### src/rtl/lcd_sync_module_if.sv
// LCD panel timing bundle: sync strobes, data-enable and pixel coordinates.
interface lcd_sync_module_if;
  logic        lcd_hsync;
  logic        lcd_vsync;
  logic        ready_sig;
  logic [10:0] column_addr_sig;
  logic [10:0] row_addr_sig;
  logic        frame_start_sig;

  modport master (
    output lcd_hsync,
    output lcd_vsync,
    output ready_sig,
    output column_addr_sig,
    output row_addr_sig,
    output frame_start_sig
  );

  modport slave (
    input lcd_hsync,
    input lcd_vsync,
    input ready_sig,
    input column_addr_sig,
    input row_addr_sig,
    input frame_start_sig
  );
endinterface

### src/rtl/lcd_sync_module.sv
// RGB LCD timing generator. Free-running h/v counters; every output is a
// registered decode of the counter values held before the edge, so the
// data-enable and the coordinates always describe the same pixel.
module lcd_sync_module #(
  parameter int H_SYNC   = 1,
  parameter int H_BACK   = 46,
  parameter int H_DISP   = 800,
  parameter int H_FRONT  = 210,
  parameter int V_SYNC   = 1,
  parameter int V_BACK   = 23,
  parameter int V_DISP   = 480,
  parameter int V_FRONT  = 22,
  parameter bit SYNC_POL = 1'b0
) (
  input  logic               clk,
  input  logic               rstn,
  lcd_sync_module_if.master  lcd
);

  localparam int H_TOTAL = H_SYNC + H_BACK + H_DISP + H_FRONT;
  localparam int V_TOTAL = V_SYNC + V_BACK + V_DISP + V_FRONT;

  localparam logic [10:0] H_LAST    = 11'(H_TOTAL - 1);
  localparam logic [10:0] V_LAST    = 11'(V_TOTAL - 1);
  localparam logic [10:0] H_SYNC_E  = 11'(H_SYNC);
  localparam logic [10:0] V_SYNC_E  = 11'(V_SYNC);
  localparam logic [10:0] H_ACT_BEG = 11'(H_SYNC + H_BACK);
  localparam logic [10:0] H_ACT_END = 11'(H_SYNC + H_BACK + H_DISP);
  localparam logic [10:0] V_ACT_BEG = 11'(V_SYNC + V_BACK);
  localparam logic [10:0] V_ACT_END = 11'(V_SYNC + V_BACK + V_DISP);

  logic [10:0] h_cnt_q, h_cnt_d;
  logic [10:0] v_cnt_q, v_cnt_d;
  logic        hsync_q, hsync_d;
  logic        vsync_q, vsync_d;
  logic        ready_q, ready_d;
  logic [10:0] col_q, col_d;
  logic [10:0] row_q, row_d;
  logic        fs_q, fs_d;

  logic h_last, v_last, h_act, v_act;

  // Counter advance: v steps only on the last pixel of a line, both wrap together.
  always_comb begin
    h_last  = (h_cnt_q == H_LAST);
    v_last  = (v_cnt_q == V_LAST);
    h_cnt_d = h_cnt_q + 11'd1;
    v_cnt_d = v_cnt_q;
    if (h_last) begin
      h_cnt_d = '0;
      v_cnt_d = v_last ? 11'd0 : v_cnt_q + 11'd1;
    end
  end

  // Output decode of the current counters; registered below for 1-clk latency.
  always_comb begin
    h_act   = (h_cnt_q >= H_ACT_BEG) && (h_cnt_q < H_ACT_END);
    v_act   = (v_cnt_q >= V_ACT_BEG) && (v_cnt_q < V_ACT_END);
    hsync_d = (h_cnt_q < H_SYNC_E) ? SYNC_POL : ~SYNC_POL;
    vsync_d = (v_cnt_q < V_SYNC_E) ? SYNC_POL : ~SYNC_POL;
    ready_d = h_act && v_act;
    col_d   = '0;
    row_d   = '0;
    if (ready_d) begin
      col_d = h_cnt_q - H_ACT_BEG;
      row_d = v_cnt_q - V_ACT_BEG;
    end
    fs_d = (h_cnt_q == 11'd0) && (v_cnt_q == 11'd0);
  end

  // State and output registers; reset parks syncs at their inactive level.
  always_ff @(posedge clk or negedge rstn) begin
    if (!rstn) begin
      h_cnt_q <= '0;
      v_cnt_q <= '0;
      hsync_q <= ~SYNC_POL;
      vsync_q <= ~SYNC_POL;
      ready_q <= 1'b0;
      col_q   <= '0;
      row_q   <= '0;
      fs_q    <= 1'b0;
    end else begin
      h_cnt_q <= h_cnt_d;
      v_cnt_q <= v_cnt_d;
      hsync_q <= hsync_d;
      vsync_q <= vsync_d;
      ready_q <= ready_d;
      col_q   <= col_d;
      row_q   <= row_d;
      fs_q    <= fs_d;
    end
  end

  assign lcd.lcd_hsync       = hsync_q;
  assign lcd.lcd_vsync       = vsync_q;
  assign lcd.ready_sig       = ready_q;
  assign lcd.column_addr_sig = col_q;
  assign lcd.row_addr_sig    = row_q;
  assign lcd.frame_start_sig = fs_q;

endmodule

### src/flat_wrapper.sv
// flat-port wrapper written by rule: the top's interface ports become plain ports
module lcd_sync_module_flat 
#(
  parameter int H_SYNC   = 1,
  parameter int H_BACK   = 46,
  parameter int H_DISP   = 800,
  parameter int H_FRONT  = 210,
  parameter int V_SYNC   = 1,
  parameter int V_BACK   = 23,
  parameter int V_DISP   = 480,
  parameter int V_FRONT  = 22,
  parameter bit SYNC_POL = 1'b0
)
  (clk, rstn, lcd_lcd_hsync, lcd_lcd_vsync, lcd_ready_sig, lcd_column_addr_sig, lcd_row_addr_sig, lcd_frame_start_sig);
  lcd_sync_module_if lcd_i ();
  input  logic clk;
  input  logic rstn;
  output wire logic [$bits(lcd_i.lcd_hsync)-1:0] lcd_lcd_hsync;
  output wire logic [$bits(lcd_i.lcd_vsync)-1:0] lcd_lcd_vsync;
  output wire logic [$bits(lcd_i.ready_sig)-1:0] lcd_ready_sig;
  output wire logic [$bits(lcd_i.column_addr_sig)-1:0] lcd_column_addr_sig;
  output wire logic [$bits(lcd_i.row_addr_sig)-1:0] lcd_row_addr_sig;
  output wire logic [$bits(lcd_i.frame_start_sig)-1:0] lcd_frame_start_sig;
  assign lcd_lcd_hsync = lcd_i.lcd_hsync;
  assign lcd_lcd_vsync = lcd_i.lcd_vsync;
  assign lcd_ready_sig = lcd_i.ready_sig;
  assign lcd_column_addr_sig = lcd_i.column_addr_sig;
  assign lcd_row_addr_sig = lcd_i.row_addr_sig;
  assign lcd_frame_start_sig = lcd_i.frame_start_sig;
  lcd_sync_module #(.H_SYNC(H_SYNC), .H_BACK(H_BACK), .H_DISP(H_DISP), .H_FRONT(H_FRONT), .V_SYNC(V_SYNC), .V_BACK(V_BACK), .V_DISP(V_DISP), .V_FRONT(V_FRONT), .SYNC_POL(SYNC_POL)) u_core (.clk(clk), .rstn(rstn), .lcd(lcd_i));
endmodule
### config.mk
export PLATFORM = sky130hd
export DESIGN_NAME = lcd_sync_module_flat
export DESIGN_NICKNAME = d
export VERILOG_FILES = /design/src/rtl/lcd_sync_module_if.sv /design/src/rtl/lcd_sync_module.sv /design/src/flat_wrapper.sv
export SDC_FILE = /design/constraint.sdc
export NUM_CORES = 1
export LEC_CHECK = 0
export BUFFER_PORTS_ARGS = -buffer_cell sky130_fd_sc_hd__clkbuf_2
export CORE_MARGIN = 2
export CORE_UTILIZATION = 55
export CTS_BUF_LIST = sky130_fd_sc_hd__clkbuf_4 sky130_fd_sc_hd__clkbuf_8
export DETAILED_ROUTE_END_ITERATION = 16
export MAX_ROUTING_LAYER = met4
export PLACE_DENSITY = 0.88
export SLEW_MARGIN = 25
export SYNTH_ARGS = -nofsm -noshare
export SYNTH_HDL_FRONTEND = slang
export SYNTH_SLANG_ARGS = --single-unit
### constraint.sdc
create_clock -name clk -period 2.1 [get_ports clk]
set_input_delay 0.315 -clock clk [delete_from_list [all_inputs] [get_ports clk]]
set_output_delay 0.315 -clock clk [all_outputs]
set_load 0.05 [all_outputs]
Word-level counts from Yosys, hierarchy flattened
Cells that the tools add are included.
- add/sub/neg operators: 4
- magnitude comparators: 6
- equality and inequality tests: 2
- muxes and demuxes: 6
- reduce and logical (&&, ||, !) cells: 6
- operators by type and width (kind ; count):
    two-way mux 11 bit ; 4
    adder 11 x 1 -> 11 bit, second input constant ; 2
    logical NOT 11 bit ; 2
    less-than comparator 11 x 1 -> 1 bit, second input constant ; 2
    equality test 11 x 10 -> 1 bit, second input constant ; 1
    equality test 11 bit, second input constant ; 1
    greater-or-equal comparator 11 x 5 -> 1 bit, second input constant ; 1
    greater-or-equal comparator 11 x 6 -> 1 bit, second input constant ; 1
    less-than comparator 11 x 10 -> 1 bit, second input constant ; 1
    less-than comparator 11 x 9 -> 1 bit, second input constant ; 1
    subtractor 11 x 5 -> 11 bit, second input constant ; 1
    subtractor 11 x 6 -> 11 bit, second input constant ; 1
    logical AND 1 bit ; 4
    two-way mux 1 bit ; 2
- register bits after elaboration: 48
- bits of input ports: 2
- output and inout bits: 26
- logic and storage cells: 32

Depth between registers and ports, before layout
Gate-level depths: netlist of run 1.
- word-level depth: 4
- depth in mapped cells: 8
- gate-level depth less buffers: 6

Least setup slack after synthesis of run 1
OpenSTA, ideal clock, no wires.
- path kind: reg2reg
- start: register u_core.h_cnt_q[0]
- end: register u_core.col_q[2], in the netlist u_core.lcd.column_addr_sig[2]
- library setup time: 0.127 ns
- data arrival time: 1.493 ns
- data required time: 1.973 ns
- slack: 0.480 ns
- stages on the path, launching flop included: 8
- path buffers: 2
- period minus slack after synthesis: 1.620 ns
- path through: dfrtp_1 > ha_1 > and3_1 > buf_2 > o21ai_0 > and2_4 > buf_12 > nor3_2
- word-level cells in the longest chain between the ends: 4
- elaborated cells between the ends (all ways): 6
- classes of those cells: 1 x add/sub; 2 x order compare; 1 x mux; 2 x reduce/logical
- ends and longest elaborated chain (item ; RTL line ; RTL):
    from (decl) ; lcd_sync_module.sv:32 ; logic [10:0] h_cnt_q, h_cnt_d;
    from (signal assigned) ; lcd_sync_module.sv:83 ; h_cnt_q <= h_cnt_d;
    greater-or-equal comparator 11 x 6 -> 1 bit / less-than comparator 11 x 10 -> 1 bit (equally long branches) ; lcd_sync_module.sv:57 ; h_act = (h_cnt_q >= H_ACT_BEG) && (h_cnt_q < H_ACT_END);
    logical AND 1 bit ; lcd_sync_module.sv:57 ;
    logical AND 1 bit ; lcd_sync_module.sv:61 ; ready_d = h_act && v_act;
    two-way mux 11 bit * ; lcd_sync_module.sv:64 ; if (ready_d) begin
    via u_core.col_d[2] ; lcd_sync_module.sv:37 ; logic [10:0] col_q, col_d;
    to (signal assigned) ; lcd_sync_module.sv:88 ; col_q <= col_d;
    to (decl) ; lcd_sync_module.sv:37 ;
Mark *: on every way through the listed nets, which the timed path passes. The rest lies on a longest branch.
A chain may end at the register's enable or synchronous reset.

Worst setup path in the final report of run 1
- start: register u_core.h_cnt_q[0]
- end: register u_core.v_cnt_q[10]
- word-level cells in the longest chain between the ends: 1
- ends and longest elaborated chain (item ; RTL line ; RTL):
    equality test 11 bit ; lcd_sync_module.sv:45 ; h_last = (h_cnt_q == H_LAST);
    to (signal assigned) ; lcd_sync_module.sv:84 ; v_cnt_q <= v_cnt_d;
    to (decl) ; lcd_sync_module.sv:33 ; logic [10:0] v_cnt_q, v_cnt_d;
No other way between the ends.

==> results.toml, run 1 <==
[yosys]
synthArstFlopShare = 1.000
synth_fp_nets = 225
synth-seq-cells = 48
synth_edf_count = 0
ys.warnings.count = 0
yosysSeqAreaShare = 0.4849
ys_types = 48
synth_area_per_cell_um2 = 11.49
postSynthCellCount = 216
synth_area_um2 = 2482
synth_ff_type = "dfrtp_1"

[worst_setup_path]
worstPathCellList = "inv_1, ha_1, and4b_1, and3_1, nand4_1, xnor2_1"
path_class = "register to register"
cp_slowest_stage_delay_ps = 480
reg2reg_from = "u_core.h_cnt_q[0]"
end_kind = "register"
critPathLaunchType = "register"
r2r_end = "u_core.v_cnt_q[10]"
arrival_ps = 2080
critPathCapture = "u_core.v_cnt_q[10]"
crit_start = "u_core.h_cnt_q[0]"
cp_slowest_cell = "and3_1"
required_ps = 2280
crit_family = "simple AND/OR/NAND/NOR gates"
r2r_slack_ps = 200
r2r_cells = 6
worst-path-stages = 6
critPathBufInv = 1
crit_path_max_fanout = 14

[timing]
slew_viol_final = 0
rsz0062_at_grt = "false"
finClkSkew_ps = 7.390
relSlewSlack = 0.6213
worst_slew_pin_slew_ps = 568.0
timing.fmax_mhz = 526.5
setup_viol = 0
hold_viol = 0
layout_min_cycle_time_ps = 1899
fin_crit_sh = 0.9044
fin_ws_ps = 200.8
tns_ps = 0

[route]
via_count = 1692
viasPerCell = 5.834
wirelength_um = 4530
ant_nets = 0
firstDrtPassIters = 4
drc = 0
drt_iter0_drc = 116
wl_per_cell_um = 15.62

[placement]
portBuffers = 27
pre_cts_ws_ps = 267.0
post-dp-hpwl_um = 3146
place_area_um2 = 2584
gp_congestion = 0.8930
dp_cells = 283

[floorplan]
die_w_um = 71.18
die-area_um2 = 5067
core_area_um2 = 4354
io_pins = 28
die_h_um = 71.18
rows = 24
initial_core_util = 0.5701

[power]
p_sw_w = 0.0003018
ir_drop_mv = 0.2617
clockPowerShare = 0.442
power.share.sequential = 0.545
leakage_nw = 1.262
power_frac_comb = 0.014
p_total_w = 0.001697
p_sw_frac = 0.1778
power_density_nw_per_um2 = 625.5
internal_power_w = 0.001395

[global_routing]
grt_pass1_vias = 1570
grt_pass1_wl_um = 7569
grt_max_degree = 49
grt_usage = 0.1988
overflow = 0
antenna_found_initial = 0

[clock_tree]
clockBufferDepth = 2
cts_tree = "built"
ctsHtreeMaxLevel = 2
cts_hold_buf = 0
cts.sinks = 48
clkTransAtPathRegs_ps = 90
post_cts_buffers = 0
cts_root_buf = "clkbuf_8"
worstSkewPairLatency_ps = 290
cts_made_buffers = 5
ctsResizeCount = 0

[layout]
layout.nets = 247
multi_input_area_um2 = 1119
fin_area_um2 = 2713
area_delta_synth_final_pct = 9.274
fin_cells = 290
drive_gt1_frac = 0.3025
diodes = 0
nFillCells = 322
layout.area.seq_um2 = 1204

[flow_run]
drv_cap = 0

[hold_path]
holdCritPathClass = "input port to asynchronous set/reset pin"

[run_status]
outcome = "complete, no violations"
worst min-delay path by stage:
stage	start	to	slack, ps	depth (start not counted)
5_1_grt	rstn	u_core.h_cnt_q[9]	150	2
6_report	rstn	u_core.h_cnt_q[9]	90	2
2_1_floorplan	rstn	u_core.h_cnt_q[0]	20	0
3_5_place_dp	rstn	u_core.h_cnt_q[7]	440	2
4_1_cts	rstn	u_core.h_cnt_q[7]	120	2
3_3_place_gp	rstn	u_core.h_cnt_q[9]	430	2
placed cells by master, fill, tap and decap left out, drive strengths merged, types with 9 or more instances in the layout:
| cell type | count |
|---|---|
| nand3 | 12 |
| nor2 | 11 |
| nand4 | 9 |
| clkbuf | 32 |
| xnor2 | 17 |
| nor3 | 20 |
| dfrtp | 46 |
flip-flops by register name (all words and copies together) (netlist names):
register,cells
u_core.h_cnt_q,11
u_core.lcd.column_addr_sig,11
u_core.lcd.frame_start_sig,1
u_core.lcd.lcd_hsync,1
u_core.lcd.lcd_vsync,1
u_core.lcd.ready_sig,1
u_core.lcd.row_addr_sig,11
u_core.v_cnt_q,11
final cells by class:
class / count / area share
timing repair buffer: 30 / 0.06273
sequential: 48 / 0.4437
inverter: 7 / 0.009686
multi-input combinational: 146 / 0.4124
tap: 52 / 0.02399
clock buffer: 5 / 0.02537
clock inverter: 2 / 0.02214
worst reg2reg max path, stage by stage (launching register included):
cell and delay (ps):
dfrtp_1 450, inv_1 100, ha_1 160, and4b_1 240, and3_1 480, nand4_1 180, xnor2_1 160
cell usage after synthesis (all sizes together) (2+ instances only):
library cell,count,area share
o21ai,7,0.014
nand4,9,0.025
inv,7,0.011
nand2,7,0.011
xor2,6,0.021
nor3b,5,0.023
and3,7,0.019
or4,2,0.0091
a211oi,2,0.0060
nand3,12,0.024
mux2i,2,0.0081
xnor2,17,0.060
dfstp,2,0.021
nor2,11,0.019
and4,3,0.011
nor2b,2,0.0050
dfrtp,46,0.46
nor4,4,0.019
buf,14,0.052
ha,7,0.035
a21oi,5,0.010
and2,6,0.016
nor3,20,0.075
power by group through the flow:
stage / Sequential [W] / Combinational, W / Clock, W
after global placement: 0.000943 / 0.0000241 / 0
after floorplan: 0.000947 / 0.000000155 / 0
final: 0.000925 / 0.0000229 / 0.000749
after global routing: 0.000925 / 0.0000276 / 0.000795
after detailed placement: 0.000943 / 0.0000245 / 0
after CTS: 0.000925 / 0.0000245 / 0.000763
per-layer routing:
metal,global-route usage,up-vias,share of wire,wire (µm)
met1,0.2632,824,0.45,2028
met3,0.02991,9,0.044,201
li1,-,802,-,-
met4,0.07757,0,0.016,73
met2,0.3086,57,0.49,2227
met5,-,-,0,0
through the flow:
step	hold slack, ps	util
4_1_cts	118.0	0.6230
5_1_grt	153.6	0.6230
3_5_place_dp	436.3	0.5934
2_1_floorplan	19.41	-
3_3_place_gp	429.2	0.5934
6_report	90.77	0.6230
kinds of logic after synthesis:
| logic type | share of synthesized area |
|---|---|
| AO/OA/AOI/OAI | 0.06099 |
| adder cells (fa/ha/maj) | 0.03528 |
| buffers and inverters | 0.06451 |
| XOR/XNOR | 0.08115 |
| other | 0.001511 |
| multiplexers | 0.008065 |
| flip-flops | 0.4849 |
| AND/OR/NAND/NOR | 0.2636 |
Note: power is estimated with default switching activity, not from simulation.
==> run 2, diff against run 1 <==
--- a/config.mk
+++ b/config.mk
@@ -8,9 +8,8 @@
 export BUFFER_PORTS_ARGS = -buffer_cell sky130_fd_sc_hd__clkbuf_2
 export CORE_MARGIN = 2
-export CORE_UTILIZATION = 55
+export CORE_UTILIZATION = 50
 export CTS_BUF_LIST = sky130_fd_sc_hd__clkbuf_4 sky130_fd_sc_hd__clkbuf_8
 export DETAILED_ROUTE_END_ITERATION = 16
-export MAX_ROUTING_LAYER = met4
-export PLACE_DENSITY = 0.88
+export PLACE_DENSITY = 0.82
 export SLEW_MARGIN = 25
 export SYNTH_ARGS = -nofsm -noshare
==> constraint.sdc (replaced) <==
create_clock -name clk -period 2.1 [get_ports clk]
set_input_delay 0.315 -clock clk [delete_from_list [all_inputs] [get_ports clk]]
set_output_delay 0.315 -clock clk [all_outputs]
set_load 0.005 [all_outputs]
==> results.toml, run 2 (same netlist as run 1, synthesis figures left out) <==
[placement]
post-dp-hpwl_um = 3140
portBuffers = 27
gp_congestion = 0.8596

[timing]
finClkSkew_ps = 8.157
timing.fmax_mhz = 537.7
relSlewSlack = 0.6122
tns_ps = 0
rsz0062_at_grt = "false"
hold_viol = 0
layout_min_cycle_time_ps = 1860
worst_slew_pin_slew_ps = 581.7
fin_crit_sh = 0.8856
slew_viol_final = 0
setup_viol = 0

[worst_setup_path]
crit_start = "u_core.h_cnt_q[0]"
path_class = "register to register"
required_ps = 2280
crit_path_max_fanout = 22
r2r_cells = 5
critPathLaunchType = "register"
arrival_ps = 2040
end_kind = "register"
reg2reg_from = "u_core.h_cnt_q[0]"

[layout]
diodes = 0
multi_input_area_um2 = 1119
layout.area.seq_um2 = 1204
layout.nets = 248
area_delta_synth_final_pct = 10.69
drive_gt1_frac = 0.3083
layout.cells.most_common_list = "dfrtp_1, clkbuf_2, xnor2_1, nor3_2, nand3_1"
layout_commonest_cell = "dfrtp_1"
nFillCells = 411

[flow_run]
drv_cap = 0

[clock_tree]
cts_hold_buf = 0
post_cts_buffers = 0
cts.sinks = 48
ctsHtreeMaxLevel = 2
clockBufferDepth = 2
ctsResizeCount = 0
clkTransAtPathRegs_ps = 90
cts_root_buf = "clkbuf_8"
cts_made_buffers = 5
worstSkewPairLatency_ps = 300
cts_tree = "built"

[global_routing]
grt_max_degree = 49
antenna_found_initial = 0
grt_pass1_vias = 1570
grt_usage = 0.1839
overflow = 0
grt_pass1_wl_um = 7734

[route]
wirelength_um = 4464
drc = 0
via_count = 1665
viasPerCell = 5.423
wl_per_cell_um = 14.54
ant_nets = 0
firstDrtPassIters = 4
drt_iter0_drc = 127

[power]
leakage_nw = 1.272
p_total_w = 0.001739
power_density_nw_per_um2 = 633.0
ir_drop_mv = 0.4152

[floorplan]
io_pins = 28
die_w_um = 74.46
rows = 25
die_h_um = 74.46
initial_core_util = 0.5221
core_area_um2 = 4755
die-area_um2 = 5544

[hold_path]
holdCritPathClass = "input port to asynchronous set/reset pin"

[run_status]
outcome = "complete, no violations"
[run 2: layout make-up]
cell class	instances	area share
sequential	48	0.4381
multi-input combinational	146	0.4071
timing repair buffer	31	0.06466
tap	67	0.03051
clock buffer	5	0.02505
clock inverter	3	0.02505
inverter	7	0.009563
[run 2: critical path: stages (launching register included)]
cell and delay (ps):
dfrtp_1 460, ha_1 270, and3_1 270, o21ai_0 220, and2_4 400, nor3_2 100
[run 2: path summary, 6_finish.rpt]
| check | to | slack [ps] |
|---|---|---|
| max | u_core.lcd.row_addr_sig[5] | 240 |
| min | u_core.h_cnt_q[9] | 80 |
| max reg2reg | u_core.lcd.row_addr_sig[5] | 240 |
| min reg2reg | u_core.lcd.row_addr_sig[3] | 550 |
| max in group asynchronous | u_core.v_cnt_q[4] | 1620 |
| min in group clk | u_core.lcd.row_addr_sig[3] | 550 |
[run 2: metal layers]
layer  vias to the layer above  routed length [µm]  track usage
met3                         4                 213      0.04472
met2                        47                2143       0.2979
li1                        803                   -            -
met1                       811                2051       0.2485
met4                         0                  56      0.04762
met5                         -                   0            0
[run 2: power breakdown]
group / switching (W) / internal, W
logic: 0.0000174 / 0.00000251
clock network: 0.000315 / 0.000479
registers: 0.000000195 / 0.000925
[run 2: per-stage QoR]
stage | utilization | hold WS, ps | instance area (µm²) | worst slack, ps | cells
after floorplan | - | 19.41 | 2482 | 479.7 | 216
after global placement | 0.5489 | 434.0 | 2610 | 308.3 | 299
after detailed placement | 0.5489 | 445.7 | 2610 | 287.3 | 299
after CTS | 0.5779 | 111.5 | 2748 | 228.9 | 307
after global routing | 0.5779 | 130.4 | 2748 | 69.91 | 307
final | 0.5779 | 80.18 | 2748 | 240.1 | 307
==> run 3, diff against run 2 <==
Settings changed: CORE_UTILIZATION 50 to 45, PLACE_DENSITY 0.82 to 0.76.
==> results.toml, run 3 (same netlist as run 1, synthesis figures left out) <==
[run_status]
outcome = "complete, no violations"

[layout]
layout_commonest_cell = "dfrtp_1"
layout.nets = 249
diodes = 0
layout.cells.most_common_list = "dfrtp_1, clkbuf_2, xnor2_1, nor3_2, nand3_1"
area_delta_synth_final_pct = 11.79
fin_area_um2 = 2775
drive_gt1_frac = 0.3071

[timing]
slew_viol_final = 0
fin_ws_ps = 238.5
layout_min_cycle_time_ps = 1861
rsz0062_at_grt = "false"
finClkSkew_ps = 5.466
setup_viol = 0
timing.fmax_mhz = 537.2
tns_ps = 0
hold_viol = 0
fin_crit_sh = 0.8864
hold_slack_ps = 526.7

[global_routing]
grt_pass1_wl_um = 7562
grt_max_degree = 49
grt_pass1_vias = 1550
antenna_found_initial = 0
grt_usage = 0.1584
overflow = 0

[hold_path]
holdCritPathClass = "input port to asynchronous set/reset pin"

[clock_tree]
cts.sinks = 48
clkTransAtPathRegs_ps = 90
cts_made_buffers = 5
cts_tree = "built"
worstSkewPairLatency_ps = 300
cts_root_buf = "clkbuf_8"
ctsHtreeMaxLevel = 2
clockBufferDepth = 2
ctsResizeCount = 0

[power]
power_density_nw_per_um2 = 624.9
ir_drop_mv = 0.2985
leakage_nw = 1.281

[worst_setup_path]
end_kind = "register"
critPathLaunchType = "register"
arrival_ps = 2080
path_class = "register to register"
crit_path_max_fanout = 9
required_ps = 2320

[floorplan]
die-area_um2 = 6126
die_w_um = 78.27
core_area_um2 = 5405
io_pins = 28
die_h_um = 78.27
rows = 27
initial_core_util = 0.4593

[placement]
place_area_um2 = 2629
post-dp-hpwl_um = 3105
gp_congestion = 0.8739
portBuffers = 27
pre_cts_ws_ps = 271.0

[route]
wirelength_um = 4455
drt_iter0_drc = 108
viasPerCell = 5.256
firstDrtPassIters = 4
ant_nets = 0
wl_per_cell_um = 14.23
via_count = 1645
drc = 0

[flow_run]
drv_cap = 0
[run 3: stage by stage]
| step | total power, W | util | instances |
|---|---|---|---|
| after CTS | 0.001756 | 0.5134 | 313 |
| after detailed placement | 0.0009679 | 0.4863 | 304 |
| after global routing | 0.001809 | 0.5134 | 313 |
| final | 0.001734 | 0.5134 | 313 |
| after global placement | 0.0009675 | 0.4863 | 304 |
| after floorplan | 0.0009436 | - | 216 |
[run 3: metal layers]
layer	global-route usage	part of all wire
met1	0.2230	0.46
met2	0.2336	0.48
met3	0.03908	0.046
met4	0.06491	0.014
met5	0	0
[run 3: power by group]
part / leakage [nW] / internal [W] / switching [W] / total, W
sequential: 0.647 / 0.000924 / 0.000000198 / 0.000925
clock: 0.0688 / 0.000489 / 0.000296 / 0.000785
combinational: 0.565 / 0.00000642 / 0.0000182 / 0.0000246
[run 3: worst paths after layout]
path                                    from                       endpoint  slack, ps  cells past startpoint
setup / recovery           u_core.h_cnt_q[0]              u_core.v_cnt_q[1]        240                      7
hold / removal                          rstn              u_core.h_cnt_q[8]        530                      3
setup reg to reg           u_core.h_cnt_q[0]              u_core.v_cnt_q[1]        240                      7
hold reg to reg            u_core.h_cnt_q[0]  u_core.lcd.column_addr_sig[0]        580                      1
max in group asynchronous               rstn           u_core.lcd.lcd_hsync       1290                      3
min in group clk           u_core.h_cnt_q[0]  u_core.lcd.column_addr_sig[0]        580                      1
[run 3: timing repair]
item	CTS	global route
hold buffers	1	0
endpoints found under the hold margin	29	0
setup buffers	0	0
setup endpoints to repair	0	0
[run 3: layout make-up]
class / count / area (µm²)
clock buffer: 6 / 76.32
clock inverter: 2 / 60.06
fill: 481 / 2630
inverter: 7 / 26.28
multi-input combinational: 146 / 1119
sequential: 48 / 1204
tap: 72 / 90.09
timing repair buffer: 32 / 200.2
[run 3: critical path: stages (launching register included)]
cell     delay [ps]
dfrtp_1         460
inv_1           100
ha_1            180
and4b_1         250
and3_1          430
buf_4           210
nand3_1          70
o21ai_0          80
